<file path="src/rtl/ht_reset_sequencer.sv">
// Staged reset-release controller: holds all domains in reset for a minimum width,
// then releases them one at a time in index order, gated by the previous domain's ready.
module ht_reset_sequencer #(
    parameter int NUM_STAGES    = 4,
    parameter int MIN_ASSERT    = 16,
    parameter int STAGE_GAP     = 8,
    parameter int READY_TIMEOUT = 1024
) (
    input  logic                  clk,
    input  logic                  i_reset,
    input  logic [NUM_STAGES-1:0] i_stage_ready,
    output logic [NUM_STAGES-1:0] o_reset,
    output logic                  o_all_released,
    output logic                  o_timeout
);

    localparam int MAX_AG  = (MIN_ASSERT > STAGE_GAP) ? MIN_ASSERT : STAGE_GAP;
    localparam int MAX_CNT = (MAX_AG > READY_TIMEOUT) ? MAX_AG : READY_TIMEOUT;
    localparam int CNT_W   = $clog2(MAX_CNT + 1);
    localparam int IDX_W   = (NUM_STAGES > 1) ? $clog2(NUM_STAGES) : 1;

    localparam logic [CNT_W-1:0] CNT_SAT    = {CNT_W{1'b1}};
    localparam logic [CNT_W-1:0] CNT_ONE    = CNT_W'(1);
    localparam logic [CNT_W-1:0] ASSERT_END = CNT_W'(MIN_ASSERT);
    localparam logic [CNT_W-1:0] GAP_END    = CNT_W'(STAGE_GAP);
    localparam logic [CNT_W-1:0] TO_END     = CNT_W'(READY_TIMEOUT);
    localparam logic [IDX_W-1:0] LAST_IDX   = IDX_W'((NUM_STAGES > 1) ? NUM_STAGES - 2 : 0);

    typedef enum logic [2:0] {
        S_HOLD,
        S_ASSERT,
        S_GAP,
        S_WAIT_RDY,
        S_DONE
    } state_t;

    state_t                  state_q, state_d;
    logic [CNT_W-1:0]        cnt_q, cnt_d;
    logic [IDX_W-1:0]        idx_q, idx_d;
    logic [NUM_STAGES-1:0]   reset_q, reset_d;
    logic                    all_rel_q, all_rel_d;
    logic                    timeout_q, timeout_d;
    logic                    stage_release;
    logic                    ready_sel;

    function automatic logic [CNT_W-1:0] sat_inc(input logic [CNT_W-1:0] v);
        return (v == CNT_SAT) ? v : v + 1'b1;
    endfunction

    assign ready_sel = i_stage_ready[idx_q];

    always_comb begin
        state_d       = state_q;
        cnt_d         = cnt_q;
        idx_d         = idx_q;
        reset_d       = reset_q;
        all_rel_d     = all_rel_q;
        timeout_d     = timeout_q;
        stage_release = 1'b0;

        case (state_q)
            S_HOLD: begin
                // The first edge with reset low is already cycle 1 of the hold width.
                state_d = S_ASSERT;
                cnt_d   = CNT_ONE;
            end
            S_ASSERT: begin
                if (cnt_q == ASSERT_END) begin
                    reset_d = reset_q << 1;
                    if (NUM_STAGES == 1) begin
                        state_d   = S_DONE;
                        all_rel_d = 1'b1;
                    end else begin
                        state_d = S_GAP;
                        cnt_d   = CNT_ONE;
                        idx_d   = '0;
                    end
                end else begin
                    cnt_d = sat_inc(cnt_q);
                end
            end
            S_GAP: begin
                if (cnt_q == GAP_END) begin
                    if (ready_sel) begin
                        stage_release = 1'b1;
                    end else begin
                        state_d = S_WAIT_RDY;
                        cnt_d   = CNT_ONE;
                    end
                end else begin
                    cnt_d = sat_inc(cnt_q);
                end
            end
            S_WAIT_RDY: begin
                if (ready_sel) begin
                    stage_release = 1'b1;
                end else if ((READY_TIMEOUT != 0) && (cnt_q == TO_END)) begin
                    stage_release = 1'b1;
                    timeout_d     = 1'b1;
                end else begin
                    cnt_d = sat_inc(cnt_q);
                end
            end
            default: begin
                state_d = S_DONE;
            end
        endcase

        // Releases shift a zero in from the bottom, keeping the reset vector a thermometer.
        if (stage_release) begin
            reset_d = reset_q << 1;
            cnt_d   = CNT_ONE;
            if (idx_q == LAST_IDX) begin
                state_d   = S_DONE;
                all_rel_d = 1'b1;
            end else begin
                state_d = S_GAP;
                idx_d   = idx_q + 1'b1;
            end
        end
    end

    always_ff @(posedge clk) begin
        if (i_reset) begin
            state_q   <= S_HOLD;
            cnt_q     <= '0;
            idx_q     <= '0;
            reset_q   <= '1;
            all_rel_q <= 1'b0;
            timeout_q <= 1'b0;
        end else begin
            state_q   <= state_d;
            cnt_q     <= cnt_d;
            idx_q     <= idx_d;
            reset_q   <= reset_d;
            all_rel_q <= all_rel_d;
            timeout_q <= timeout_d;
        end
    end

    assign o_reset        = reset_q;
    assign o_all_released = all_rel_q;
    assign o_timeout      = timeout_q;

endmodule

</file>
<file path="config.mk">
export PLATFORM = sky130hd
export DESIGN_NAME = ht_reset_sequencer
export DESIGN_NICKNAME = d
export VERILOG_FILES = /design/src/rtl/ht_reset_sequencer.sv
export SDC_FILE = /design/constraint.sdc
export NUM_CORES = 1
export LEC_CHECK = 0
export CAP_MARGIN = 20
export CORE_UTILIZATION = 59
export DETAILED_ROUTE_END_ITERATION = 16
export HOLD_SLACK_MARGIN = 0.03
export PLACE_DENSITY = 0.82
export SLEW_MARGIN = 10
export SYNTH_ARGS = -nofsm -noshare
export SYNTH_HDL_FRONTEND = slang
export SYNTH_SLANG_ARGS = --single-unit
</file>
<file path="constraint.sdc">
create_clock -name clk -period 4.2 [get_ports clk]
set_clock_uncertainty 0.05 [all_clocks]
set_input_delay 1.05 -clock clk [delete_from_list [all_inputs] [get_ports clk]]
set_output_delay 1.05 -clock clk [all_outputs]
set_load 0.01 [all_outputs]
</file>
==> results.py <==
metrics = {
    "run_status": {
        "status": "finished clean",
    },
    "final_layout": {
        "fin_area_um2": 1390,
        "drive_above_1_share": 0.0764,
        "antennaDiodeCount": 0,
        "nets": 166,
        "area.growth.synth_to_final_pct": 13.3,
        "utilization": 0.707,
        "final_cells": 184,
    },
    "placement": {
        "postPlaceCellArea_um2": 1340,
        "gp_congestion": 0.916,
        "dpl_worst_slack_ns": 0.874,
        "hpwlAfterDp_mm": 2.00,
        "dpl.cell_count": 180,
        "portBuffers": 11,
    },
    "sta": {
        "max_freq_mhz": 335,
        "fin_setup_tns_ns": 0,
        "drv_slew": 0,
        "holdWs_ns": 0.410,
        "grt_setup_unrepaired": "false",
        "period_needed_ns": 2.99,
        "finalHoldViolCount": 0,
        "relSlewSlack": 0.400,
        "tightest_slew_ns": 0.894,
        "fin_crit_sh": 0.711,
        "fin_ws_ns": 1.21,
        "finalSetupViolCount": 0,
    },
    "power": {
        "power_uw": 517,
        "power.density_nw_per_um2": 373,
        "leakage_nw": 0.477,
        "vdd_drop_max_mv": 0.285,
    },
    "detailed_routing": {
        "viasPerCell": 6.63,
        "drt-initial-drc-count": 79,
        "drc": 0,
        "wirelength_mm": 2.75,
        "dr.pass1.iters": 4,
        "wl_per_cell_um": 15.0,
        "ant_nets": 0,
        "vias": 1220,
    },
    "worst_hold_path": {
        "hp-class": "flip-flop to flip-flop",
    },
    "clocking": {
        "cts_root_buffer": "clkbuf_4",
        "ctsResizeCount": 0,
        "cts_tree": "done",
        "cts_buffers": 3,
        "clk_pin_slew_ns": 0.13,
        "cts_hold_buf": 0,
        "cts.sinks": 22,
        "htree_levels": 1,
        "cts_setup_buffers": 0,
        "clock_path_buffers": 2,
        "insertion_delay_ns": 0.31,
    },
    "die": {
        "die-area_um2": 2260,
        "dieWidth_um": 47.6,
        "io_pins": 12,
        "core_um2": 1960,
        "floorplan.initialDensity": 0.624,
        "rows": 16,
        "die_y_um": 47.6,
    },
    "grt": {
        "grt_pass1_vias": 964,
        "antenna_found_initial": 0,
        "grt-ovfl-total": 0,
        "grt_max_degree": 19,
        "grt_pass1_wl_mm": 4.19,
        "grt_usage": 0.261,
    },
    "synth": {
        "syn_area_um2": 1220,
        "synth_nets": 158,
        "ys_types": 41,
        "ys.flop_type": "dfxtp_1",
        "synth_top_cell_by_area": "dfxtp_1",
        "synth_area_leaders": "dfxtp_1, a21oi_1, nor2_1",
        "synth_compound_area_frac": 0.197,
        "synth_top_family_by_area": "simple AND/OR/NAND/NOR gates",
        "synth_warnings": 0,
        "ys_seq_area_frac": 0.360,
        "yosysMostFrequentCell": "dfxtp_1",
        "synth.avg_cell_area_um2": 8.17,
        "yosysTopAreaCellShare": 0.360,
        "synthMuxAreaShare": 0.0521,
        "async_flop_share": 0,
        "synthTopCellsByCount": "dfxtp_1, a21oi_1, nor2_1",
        "synthXorXnorAreaFrac": 0.00715,
        "synth-adder-area-share": 0.0204,
        "synthCells": 150,
        "synth_seq_cells": 22,
        "synth_edf_count": 0,
        "synth_simple_gate_area_frac": 0.312,
    },
    "critical_path": {
        "critPathLaunchType": "input port",
        "critPathCaptureType": "flip-flop",
        "cp.required_ns": 4.37,
        "worst-path-max-fanout": 16,
        "path_class": "input port to flip-flop",
        "cp.arrival_ns": 3.16,
    },
    "job": {
        "cap_violations": 0,
    },
}
-- layer usage --
metal,vias up,part of all wire,track usage
met4,0,0.016,0.100
met3,6,0.084,0.0340
met5,-,0,0
li1,584,-,-
met1,563,0.43,0.351
met2,67,0.47,0.427
-- state kept, by name, summed over array words and instances (netlist names), named ones only --
signal	flops
o_timeout	1
cnt_q	11
state_q	3
o_all_released	1
o_reset	4
idx_q	1
-- worst max-delay path, cell delays in order --
cell             delay, ns
clkdlybuf4s50_1       0.39
mux4_2                0.53
o21ai_2               0.54
nand2_1               0.27
o311a_1               0.38
-- where the power goes --
part | switching (mW) | internal (mW) | total (mW)
combinational | 0.0650 | 0.0483 | 0.113
sequential | 0.0178 | 0.222 | 0.240
clock | 0.0677 | 0.0965 | 0.164
-- path summary, 6_finish.rpt --
path	startpoint	cells past startpoint	to	slack, ns
hold / removal	o_all_released	2	o_all_released	0.41
setup reg to reg	cnt_q[0]	7	cnt_q[0]	1.70
hold reg to reg	o_all_released	2	o_all_released	0.41
setup / recovery	i_stage_ready[3]	5	cnt_q[0]	1.21
-- area by class of cell --
cell class,count,area [µm²]
Clock buffer,3,22.5
Timing Repair Buffer,11,110
Fill cell,184,574
Tap cell,27,33.8
Clock inverter,1,30.0
Inverter,8,30.0
Sequential cell,22,440
Multi-Input combinational cell,112,721
-- logic make-up (layout without fill, tap and decap cells) --
kind of cell    count (synthesis)  count (layout)
xor+xnor                        1               1
buf+inv                        16              23
mux                             5               5
compound gates                 36              36
fa+ha+maj                       2               2
flops                          22              22
simple gates                   68              68
-- placed cells by master, fill, tap and decap left out, types with 6 or more instances in the layout --
cell type / synthesis / routed
nand4_1: 7 / 7
nand3_1: 6 / 6
a21oi_1: 14 / 14
nor2_1: 14 / 14
clkdlybuf4s50_1: 0 / 11
nor3_1: 9 / 9
dfxtp_1: 22 / 22
inv_1: 8 / 8
nand2_1: 8 / 8
No activity file was read; power rests on OpenSTA's default activity.
